**config.mk**
```make
export PLATFORM = sky130hd
export DESIGN_NAME = mem_bus_ctrl
export DESIGN_NICKNAME = d
export VERILOG_FILES = /design/src/rtl/mem_bus_ctrl.sv
export SDC_FILE = /design/constraint.sdc
export NUM_CORES = 1
export LEC_CHECK = 0
export BUFFER_PORTS_ARGS = -buffer_cell sky130_fd_sc_hd__clkbuf_2
export CAP_MARGIN = 10
export CORE_ASPECT_RATIO = 0.7
export CORE_UTILIZATION = 38
export CTS_BUF_LIST = sky130_fd_sc_hd__clkbuf_4 sky130_fd_sc_hd__clkbuf_8 sky130_fd_sc_hd__clkbuf_16
export CTS_CLUSTER_DIAMETER = 50
export DETAILED_ROUTE_END_ITERATION = 7
export PLACE_DENSITY = 0.7
export SLEW_MARGIN = 20
export SYNTH_ARGS = -nofsm -noshare
export SYNTH_HDL_FRONTEND = slang
export SYNTH_SLANG_ARGS = --single-unit
```
**constraint.sdc**
```tcl
create_clock -name clk -period 1.7 [get_ports clk]
set_input_delay 0.34 -clock clk [delete_from_list [all_inputs] [get_ports clk]]
set_output_delay 0.34 -clock clk [all_outputs]
set_load 0.02 [all_outputs]
```
**src/rtl/mem_bus_ctrl.sv**
```systemverilog
// MEM-stage data bus controller: latches one load/store, runs the bus req/resp handshake.
// Optional WAIT timeout abort when MEM_BUS_TIMEOUT_EN is defined.
module mem_bus_ctrl #(
    parameter int TIMEOUT_CYCLES = 256,
    parameter int CNT_W          = 9
) (
    input  logic        clk,
    input  logic        rst,
    input  logic        req_valid,
    input  logic        req_wen,
    input  logic [63:0] req_addr,
    input  logic [63:0] req_wdata,
    input  logic [7:0]  req_wmask,
    output logic        stall,
    output logic        resp_valid,
    output logic [63:0] resp_rdata,
    output logic        resp_err,
    output logic        bus_req_valid,
    input  logic        bus_req_ready,
    output logic        bus_req_wen,
    output logic [63:0] bus_addr,
    output logic [63:0] bus_wdata,
    output logic [7:0]  bus_wstrb,
    input  logic        bus_resp_valid,
    input  logic [63:0] bus_resp_rdata,
    input  logic        bus_resp_err
);

    if ((1 << CNT_W) <= TIMEOUT_CYCLES) begin : g_bad_cfg
        $error("mem_bus_ctrl: CNT_W too narrow for TIMEOUT_CYCLES");
    end

    typedef enum logic [1:0] {S_IDLE, S_REQ, S_WAIT, S_DONE} state_e;

    state_e      state_q, state_d;
    logic        bus_req_valid_q, bus_req_valid_d;
    logic        wen_q, wen_d;
    logic [63:0] addr_q, addr_d;
    logic [63:0] wdata_q, wdata_d;
    logic [7:0]  wstrb_q, wstrb_d;
    logic        resp_valid_q, resp_valid_d;
    logic [63:0] resp_rdata_q, resp_rdata_d;
    logic        resp_err_q, resp_err_d;
    logic        flush_q, flush_d;
    logic        flushed;
`ifdef MEM_BUS_TIMEOUT_EN
    localparam logic [CNT_W-1:0] TO_LIM = CNT_W'(TIMEOUT_CYCLES);
    logic [CNT_W-1:0] cnt_q, cnt_d;
`endif

    always_comb begin
        state_d         = state_q;
        bus_req_valid_d = 1'b0;
        wen_d           = wen_q;
        addr_d          = addr_q;
        wdata_d         = wdata_q;
        wstrb_d         = wstrb_q;
        resp_valid_d    = 1'b0;
        resp_rdata_d    = resp_rdata_q;
        resp_err_d      = resp_err_q;
        flush_d         = flush_q;
        // A flushed access still completes on the bus but reports no completion.
        flushed         = flush_q | ~req_valid;
`ifdef MEM_BUS_TIMEOUT_EN
        cnt_d           = cnt_q;
`endif
        case (state_q)
            S_IDLE: begin
                if (req_valid) begin
                    wen_d   = req_wen;
                    addr_d  = {req_addr[63:3], 3'b000};
                    wdata_d = req_wdata << {req_addr[2:0], 3'b000};
                    wstrb_d = req_wen ? req_wmask : 8'h00;
                    flush_d = 1'b0;
                    if (req_wen && req_wmask == 8'h00) begin
                        state_d      = S_DONE;
                        resp_valid_d = 1'b1;
                        resp_rdata_d = '0;
                        resp_err_d   = 1'b0;
                    end else begin
                        state_d         = S_REQ;
                        bus_req_valid_d = 1'b1;
                    end
                end
            end
            S_REQ: begin
                flush_d = flushed;
                if (bus_req_ready) begin
                    state_d = S_WAIT;
`ifdef MEM_BUS_TIMEOUT_EN
                    cnt_d   = '0;
`endif
                end else begin
                    bus_req_valid_d = 1'b1;
                end
            end
            S_WAIT: begin
                flush_d = flushed;
                if (bus_resp_valid) begin
                    state_d      = S_DONE;
                    resp_valid_d = ~flushed;
                    resp_rdata_d = wen_q ? 64'h0 : bus_resp_rdata;
                    resp_err_d   = bus_resp_err;
                end
`ifdef MEM_BUS_TIMEOUT_EN
                else begin
                    cnt_d = cnt_q + 1'b1;
                    if (cnt_d == TO_LIM) begin
                        state_d      = S_DONE;
                        resp_valid_d = ~flushed;
                        resp_rdata_d = '0;
                        resp_err_d   = 1'b1;
                    end
                end
`endif
            end
            default: state_d = S_IDLE;
        endcase
    end

    always_ff @(posedge clk) begin
        if (rst) begin
            state_q         <= S_IDLE;
            bus_req_valid_q <= 1'b0;
            wen_q           <= 1'b0;
            addr_q          <= '0;
            wdata_q         <= '0;
            wstrb_q         <= '0;
            resp_valid_q    <= 1'b0;
            resp_rdata_q    <= '0;
            resp_err_q      <= 1'b0;
            flush_q         <= 1'b0;
`ifdef MEM_BUS_TIMEOUT_EN
            cnt_q           <= '0;
`endif
        end else begin
            state_q         <= state_d;
            bus_req_valid_q <= bus_req_valid_d;
            wen_q           <= wen_d;
            addr_q          <= addr_d;
            wdata_q         <= wdata_d;
            wstrb_q         <= wstrb_d;
            resp_valid_q    <= resp_valid_d;
            resp_rdata_q    <= resp_rdata_d;
            resp_err_q      <= resp_err_d;
            flush_q         <= flush_d;
`ifdef MEM_BUS_TIMEOUT_EN
            cnt_q           <= cnt_d;
`endif
        end
    end

    assign stall         = req_valid & (state_q != S_DONE);
    assign resp_valid    = resp_valid_q;
    assign resp_rdata    = resp_rdata_q;
    assign resp_err      = resp_err_q;
    assign bus_req_valid = bus_req_valid_q;
    assign bus_req_wen   = wen_q;
    assign bus_addr      = addr_q;
    assign bus_wdata     = wdata_q;
    assign bus_wstrb     = wstrb_q;

endmodule

```
==> key figures, run 1 <==
Outcome
  – Status: finished, violations left
  – Failing checks: setup timing

Logic synthesis
  – Synth Flop Type: dfxtp_1
  – Seq cells post-synth: 204
  – Syn Area/Cell: 9.04 um2
  – Synth Warn #: 0
  – Post-synthesis cell type count: 39
  – EDFF count, synth: 0
  – Largest cells by area after synthesis: dfxtp_1, mux2i_1, nand2_1, nand2b_1, a21oi_1
  – Synth Cell Area: 0.00898 mm2
  – Syn Inst Count: 993
  – Sequential element share of the synthesized area: 45.5%
  – Post-synth top area share: 45.5%
  – Synth async-reset ratio: 0%
  – Synth area leader: dfxtp_1

GRT
  – Gr ovfl total: 0
  – Vias in the first global route: 8221
  – Total global-route track usage: 24.3%
  – Initial antenna violation count: 1
  – Largest net degree at the start of global routing: 73
  – First-pass GRT wire length: 45600 um

Finish
  – Highest-count cells in the layout ignoring fill and taps: clkbuf_2, nand2_1, dfxtp_1, mux2i_1
  – Most common cell after layout, fill and taps aside: clkbuf_2
  – Area Overhead vs Synth: 42.1%
  – Fin nets: 1647
  – Share of cells above drive strength 1: 40.5%
  – Non-Filler Instances: 1764
  – # fillers: 2136

STA
  – Fin crit share: 103%
  – Number of setup violations in the final report: 36
  – Measured slew at the worst slew-check pin: 0.578 ns
  – Hold Fails Final Rpt: 0
  – Slew Viols, Final: 0
  – RSZ-0062 raised after global routing: true
  – Tmin final: 1.75 ns
  – Final Skew: 0.0121 ns
  – Relative slew slack: 61.4%
  – Maximum clock frequency: 0.570 GHz
  – PnR worst setup slack: -0.0544 ns

Worst setup path
  – Worst-path fanout max: 5
  – Crit Path Class: flip-flop to output port
  – CP cell instances: buf_4 > ha_4 > nor2b_1 > buf_4
  – Reg2reg path depth: 8
  – Reg2reg setup slack: -0.04 ns
  – Critical path capture point type: output port
  – Largest stage delay on the critical path: 0.32 ns
  – Critical Path RT: 1.36 ns
  – Critical Path AT: 1.41 ns
  – Critical Path Start Type: flip-flop
  – Worst r2r src: state_q[1]$_SDFFE_PP0P_
  – Top delay family on crit path: flip-flops
  – CP max stage cell: dfxtp_2
  – Critical R2R Capture: resp_rdata[31]$_SDFFE_PP0P_
  – Worst Path Buf+Inv: 2
  – Most frequent CP cell: buf_4

Clocking
  – Hold Buf Count CTS: 0
  – Number of clock buffers inserted by TritonCTS: 23
  – Clock net sink count: 204
  – Insertion delay to the later sink of the worst-skew pair: 0.50 ns
  – CTS Root Cell: clkbuf_16
  – Worst-path clk slew: 0.07 ns
  – CTS tree: done
  – CTS Buffer Depth: 3
  – H-tree Lvls: 1

Placement
  – DP Cell Count: 1712
  – Post-Place Worst Slack: -0.395 ns
  – # port buffers: 408
  – Post-DP HPWL: 23700 um
  – Final Wtd Congestion: 0.966

Floorplan
  – Die area: 0.0243 mm2
  – # IOs: 412
  – Die height: 131 um
  – Die Wd: 186 um
  – Core Region: 0.0229 mm2
  – Num rows: 46
  – Initial Util: 39.2%

Route
  – WL final: 31700 um
  – 1st-iter DRT viols: 533
  – Pre-antenna DRT Iters: 6
  – Drt wl/cell: 18.0 um
  – Vias per cell: 5.03
  – Post-route DRC: 0
  – Routed Antenna Nets: 0
  – Vias after detailed routing: 8872

Hold path
  – WHS Endpoint: bus_addr[8]$_SDFFE_PP0P_
  – Hold path depth: 3
  – Min-Delay Startpoint: req_addr[8]
  – Hold Path Class: primary input to flip-flop

Pwr
  – Sw power: 5640 uW
  – Leak pwr: 0.00566 uW
  – Clock group share of total power: 30.3%
  – Switching share of power: 35.2%
  – Power per cell area: 1260 mW/mm2
  – Total Power: 16100 uW
  – Reg power frac: 35.9%
  – Comb pwr share: 33.8%
  – Worst vdd ir: 0.000811 V
  – Internal power: 10400 uW

Flow run
  – Max Cap Viol: 0
[logic make-up (layout without fill, tap and decap cells)]
group	after synthesis	count (layout)	share of synthesized area, %
flip-flops	204	204	45.5
multiplexers	138	138	17.8
AND/OR/NAND/NOR	398	398	19.7
AO/OA/AOI/OAI	160	160	11.6
buffers and inverters	88	544	4.82
adder cells (fa/ha/maj)	4	4	0.557
other	1	4	0.0418
[metal layers]
layer	part of all wire [%]	global-route usage, %
met3	10	8.40
met1	43	31.1
met4	2.5	7.14
met2	45	38.8
met5	0	0
[Yosys cell counts (3+ instances only)]
master       n
nand2b_1    65
o22ai_1      8
ha_1         4
clkbuf_1    48
o2bb2ai_1    8
mux4_2      16
nor2b_1      5
o21ai_0      3
inv_1        3
buf_2       19
dfxtp_1    204
or3_1        3
buf_4        9
a221oi_1     8
nand2_1    217
a311oi_1     8
mux2_2      14
mux2i_1    108
nor2_1      70
o211ai_1     6
a21oi_1     76
nand3_1     10
buf_6        6
nor3_1      17
a22oi_1     32
nor4_2       3
a222oi_1     8
[metrics by stage]
step | instance area, um2 | hold slack (ns) | TNS (ns) | util [%]
2_1_floorplan | 9040 | 0.455 | 0 | -
3_3_place_gp | 11800 | 0.438 | -24.72 | 51.5
3_5_place_dp | 11800 | 0.445 | -23.08 | 51.5
4_1_cts | 12700 | 0.0323 | -0.703 | 55.3
5_1_grt | 12800 | 0.0472 | -4.95 | 55.7
6_report | 12800 | 0.0568 | -0.441 | 55.7
[flip-flops by register name, indices dropped and copies added, names as in the netlist]
| name | cells |
|---|---|
| bus_wstrb | 8 |
| bus_wdata | 64 |
| bus_req_wen | 1 |
| resp_rdata | 64 |
| bus_req_valid | 1 |
| resp_err | 1 |
| flush_q | 1 |
| bus_addr | 61 |
| state_q | 2 |
| resp_valid | 1 |
[worst reg2reg max path, cell delays in order (launching register included)]
cell and delay (ns):
dfxtp_2 0.32, inv_2 0.07, ha_4 0.14, and2_4 0.14
nand4_1 0.19, a21oi_4 0.25, buf_12 0.17, clkbuf_16 0.16
mux2i_1 0.21
[final cells by class]
cell class | count | area [um2] | area share [%]
Antenna cell | 1 | 2.50 | 0.0196
Clock inverter | 9 | 93.8 | 0.735
Clock buffer | 31 | 648 | 5.08
Tap cell | 312 | 390 | 3.06
Timing Repair Buffer | 500 | 2980 | 23.3
Multi-Input combinational cell | 703 | 4550 | 35.6
Sequential cell | 204 | 4090 | 32.0
Inverter | 4 | 15.0 | 0.118
[power groups by stage]
stage | clock network [uW] | registers, uW | logic, uW
2_1_floorplan | 0 | 6540 | 2380
5_1_grt | 5170 | 5840 | 5810
3_5_place_dp | 0 | 5850 | 5120
3_3_place_gp | 0 | 5830 | 5060
4_1_cts | 4970 | 5760 | 5310
6_report | 4860 | 5770 | 5430
[repair_timing]
item / in CTS / in global routing
endpoints found under the setup margin: 65 / 74
gates cloned: 2 / 3
pin swaps: 1 / 5
gates resized for setup: 9 / 6
buffers inserted: 2 / 5
[worst max-delay path by stage]
stage	startpoint	end	slack, ns	cells after the start
after floorplan	state_q[0]$_SDFFE_PP0P_	resp_rdata[10]$_SDFFE_PP0P_	0.008	10
after global placement	req_wmask[1]	resp_rdata[35]$_SDFFE_PP0P_	-0.39	7
after detailed placement	req_wmask[1]	resp_rdata[25]$_SDFFE_PP0P_	-0.39	7
after CTS	state_q[0]$_SDFFE_PP0P_	stall	-0.08	4
after global routing	state_q[1]$_SDFFE_PP0P_	resp_rdata[31]$_SDFFE_PP0P_	-0.14	8
final	state_q[0]$_SDFFE_PP0P_	stall	-0.05	4
Power figures use the tool's default switching activity.
==> run 2: changes to the inputs <==
--- a/config.mk
+++ b/config.mk
@@ -12,6 +12,7 @@
 export CTS_BUF_LIST = sky130_fd_sc_hd__clkbuf_4 sky130_fd_sc_hd__clkbuf_8 sky130_fd_sc_hd__clkbuf_16
 export CTS_CLUSTER_DIAMETER = 50
 export DETAILED_ROUTE_END_ITERATION = 7
+export GPL_TIMING_DRIVEN = 0
 export PLACE_DENSITY = 0.7
 export SLEW_MARGIN = 20
 export SYNTH_ARGS = -nofsm -noshare
==> key figures, run 2 (same netlist as run 1, synthesis figures left out) <==
Clocking
  – CTS tree: done
  – H-tree Lvls: 1 (unchanged)
  – CTS Buffer Depth: 3 (unchanged)
  – CTS Root Cell: clkbuf_16
  – Number of clock buffers inserted by TritonCTS: 25 (+8.7%)
  – Worst-path clk slew: 0.07 ns (about the same)
  – Insertion delay to the later sink of the worst-skew pair: 0.52 ns (+0.02 ns)
  – Hold Buf Count CTS: 0 (unchanged)
  – Clock net sink count: 204 (unchanged)

STA
  – Final Skew: 0.0110 ns (-0.00108 ns)
  – Maximum clock frequency: 0.573 GHz (+0.60%)
  – Measured slew at the worst slew-check pin: 0.740 ns (+0.162 ns)
  – Hold slack: 0.0382 ns (-0.0186 ns)
  – Slew Viols, Final: 0 (unchanged)
  – Hold Fails Final Rpt: 0 (unchanged)
  – Fin crit share: 103% (-0.61 points)
  – Setup TNS: -0.410 ns (+0.0311 ns)
  – Number of setup violations in the final report: 33 (-8.3%)
  – RSZ-0062 raised after global routing: true
  – PnR worst setup slack: -0.0440 ns (+0.0104 ns)
  – Tmin final: 1.74 ns (-0.0104 ns)
  – Relative slew slack: 50.7% (-11 points)

Finish
  – Fin nets: 1656 (+0.55%)
  – # fillers: 2069 (-3.1%)
  – Highest-count cells in the layout ignoring fill and taps: clkbuf_2, nand2_1, dfxtp_1, mux2i_1, a21oi_1
  – Share of cells above drive strength 1: 40.5% (-0.059 points)
  – Area Overhead vs Synth: 43.8%
  – Most common cell after layout, fill and taps aside: clkbuf_2

Hold path
  – Hold Path Class: primary input to flip-flop
  – Hold path depth: 3 (unchanged)

Worst setup path
  – Crit Path Class: flip-flop to flip-flop
  – Critical Path Stages: 7 (+3)
  – Worst-path fanout max: 6 (+1)
  – Top delay family on crit path: simple AND/OR/NAND/NOR gates
  – Largest stage delay on the critical path: 0.38 ns (+0.06 ns)
  – Worst r2r src: state_q[1]$_SDFFE_PP0P_
  – Critical R2R Capture: state_q[0]$_SDFFE_PP0P_
  – CP cell instances: inv_4 > ha_4 > buf_4 > nor2b_4 > or3_4 > or3_1 > a21oi_2
  – CP max stage cell: or3_4
  – Critical Path RT: 2.13 ns (+0.77 ns)
  – Critical Path Start Type: flip-flop
  – Reg2reg setup slack: -0.04 ns (about the same)
  – Worst Setup SP: state_q[1]$_SDFFE_PP0P_
  – Reg2reg path depth: 7 (-1)
  – Worst Path Buf+Inv: 2 (unchanged)
  – Critical Path AT: 2.18 ns (+0.77 ns)
  – End point of the critical path: state_q[0]$_SDFFE_PP0P_
  – Critical path capture point type: flip-flop

Floorplan
  – Num rows: 46 (unchanged)
  – Die height: 131 um (unchanged)
  – Core Region: 0.0229 mm2 (unchanged)
  – Initial Util: 39.2% (unchanged)
  – Die area: 0.0243 mm2 (unchanged)
  – # IOs: 412 (unchanged)
  – Die Wd: 186 um (unchanged)

Route
  – Vias per cell: 5.24 (+4.1%)
  – Top Layer Used: met5
  – Routed Antenna Nets: 0 (unchanged)
  – Vias after detailed routing: 9300 (+4.8%)
  – Pre-antenna DRT Iters: 5 (-1)
  – Wl on met1: 14400 um (+6.7%)
  – Post-route DRC: 0 (unchanged)
  – Met3 wire length: 4010 um (+24%)
  – Routed length on met2: 15700 um (+11%)
  – WL final: 35300 um (+11%)
  – Drt wl/cell: 19.9 um (+11%)
  – 1st-iter DRT viols: 817 (+53%)

Pwr
  – Reg power frac: 33.6% (-2.3 points)
  – Worst vdd ir: 0.000822 V (+1.3%)
  – Sw power: 6130 uW (+8.7%)
  – Leak pwr: 0.00569 uW (+0.54%)
  – Comb pwr share: 33.0% (-0.8 points)
  – Power per cell area: 1340 mW/mm2 (+6.4%)
  – Switching share of power: 35.5% (+0.34 points)
  – Internal power: 11100 uW (+7.1%)
  – Clock group share of total power: 33.3% (+3.0 points)

Flow run
  – Max Cap Viol: 0 (unchanged)

Outcome
  – Status: finished, violations left
  – Failing checks: setup timing

GRT
  – Vias in the first global route: 8718 (+6.0%)
  – Largest net degree at the start of global routing: 15 (-79%)
  – Gr ovfl total: 0 (unchanged)
  – Initial antenna violation count: 4 (+3)
  – Total global-route track usage: 27.4% (+3.1 points)
  – First-pass GRT wire length: 50300 um (+10%)

Placement
  – # port buffers: 406 (-0.49%)
  – Post-DP HPWL: 26700 um (+12%)
  – Final Wtd Congestion: 0.982 (+1.7%)
## run 2: cell count changes in the layout (fill, tap and decap cells not counted), moves of 4 or more
| cell | change |
|---|---|
| clkinvlp_4 | -4 |
| o22ai_1 | -4 |
| buf_2 | +13 |
| a221oi_1 | -6 |
| buf_6 | +7 |
| buf_4 | -52 |
| clkbuf_2 | +12 |
| buf_12 | -5 |
| clkbuf_1 | +25 |
## run 2: layout make-up
type / count / area, um2 / share of cell area (%)
antenna: 1 / 2.50 / 0.0194
buffer: 82 / 578 / 4.48
clock buffer: 30 / 688 / 5.33
clock inverter: 15 / 205 / 1.59
inverter: 4 / 17.5 / 0.136
multi-input combinational: 703 / 4690 / 36.3
sequential: 204 / 4090 / 31.7
tap: 312 / 390 / 3.02
timing repair buffer: 425 / 2250 / 17.4
## run 2: metal layers
layer / track usage, % / vias up
li1: - / 4350
met1: 34.7 / 4306
met2: 43.8 / 537
met3: 9.15 / 105
met4: 9.31 / 2
met5: 0 / -
## run 2: what timing repair did
item	CTS	global route
cloned	3	2
pin swaps	4	5
buffers inserted	15	2
resized for setup	84	27
endpoints found under the setup margin	202	195
## run 2: power by group through the flow
stage | Sequential, uW | Combinational [uW] | Clock, uW
2_1_floorplan | 6540 | 2380 | 0
3_3_place_gp | 5850 | 4930 | 0
3_5_place_dp | 5880 | 4960 | 0
4_1_cts | 5780 | 5550 | 5820
5_1_grt | 5870 | 6100 | 6020
6_report | 5810 | 5710 | 5760
## run 2: how the worst min path moves through the flow
stage	slack [ns]	start	end
2_1_floorplan	0.45	state_q[1]$_SDFFE_PP0P_	state_q[1]$_SDFFE_PP0P_
5_1_grt	0.03	req_addr[28]	bus_addr[28]$_SDFFE_PP0P_
3_3_place_gp	0.44	bus_wstrb[4]$_SDFFE_PP0P_	bus_wstrb[4]$_SDFFE_PP0P_
3_5_place_dp	0.45	bus_wstrb[5]$_SDFFE_PP0P_	bus_wstrb[5]$_SDFFE_PP0P_
4_1_cts	0.02	req_addr[46]	bus_addr[46]$_SDFFE_PP0P_
6_report	0.04	req_addr[46]	bus_addr[46]$_SDFFE_PP0P_
## run 2: through the flow
stage,power [uW],util (%),setup slack (ns),cell area [um2],cells
after CTS,17200,56.1,-0.147,12900,1775
after global routing,18000,56.4,-0.160,12900,1776
after detailed placement,10800,50.0,-0.730,11500,1713
after global placement,10800,50.0,-0.703,11500,1713
final,17300,56.4,-0.0440,12900,1776
after floorplan,8930,-,0.00791,9040,995
## run 2: worst reg2reg max path, stage by stage (launching register included)
cell and delay, ns:
dfxtp_4 0.37, inv_4 0.04, ha_4 0.17, buf_4 0.13, nor2b_4 0.13, or3_4 0.38, or3_1 0.33, a21oi_2 0.11
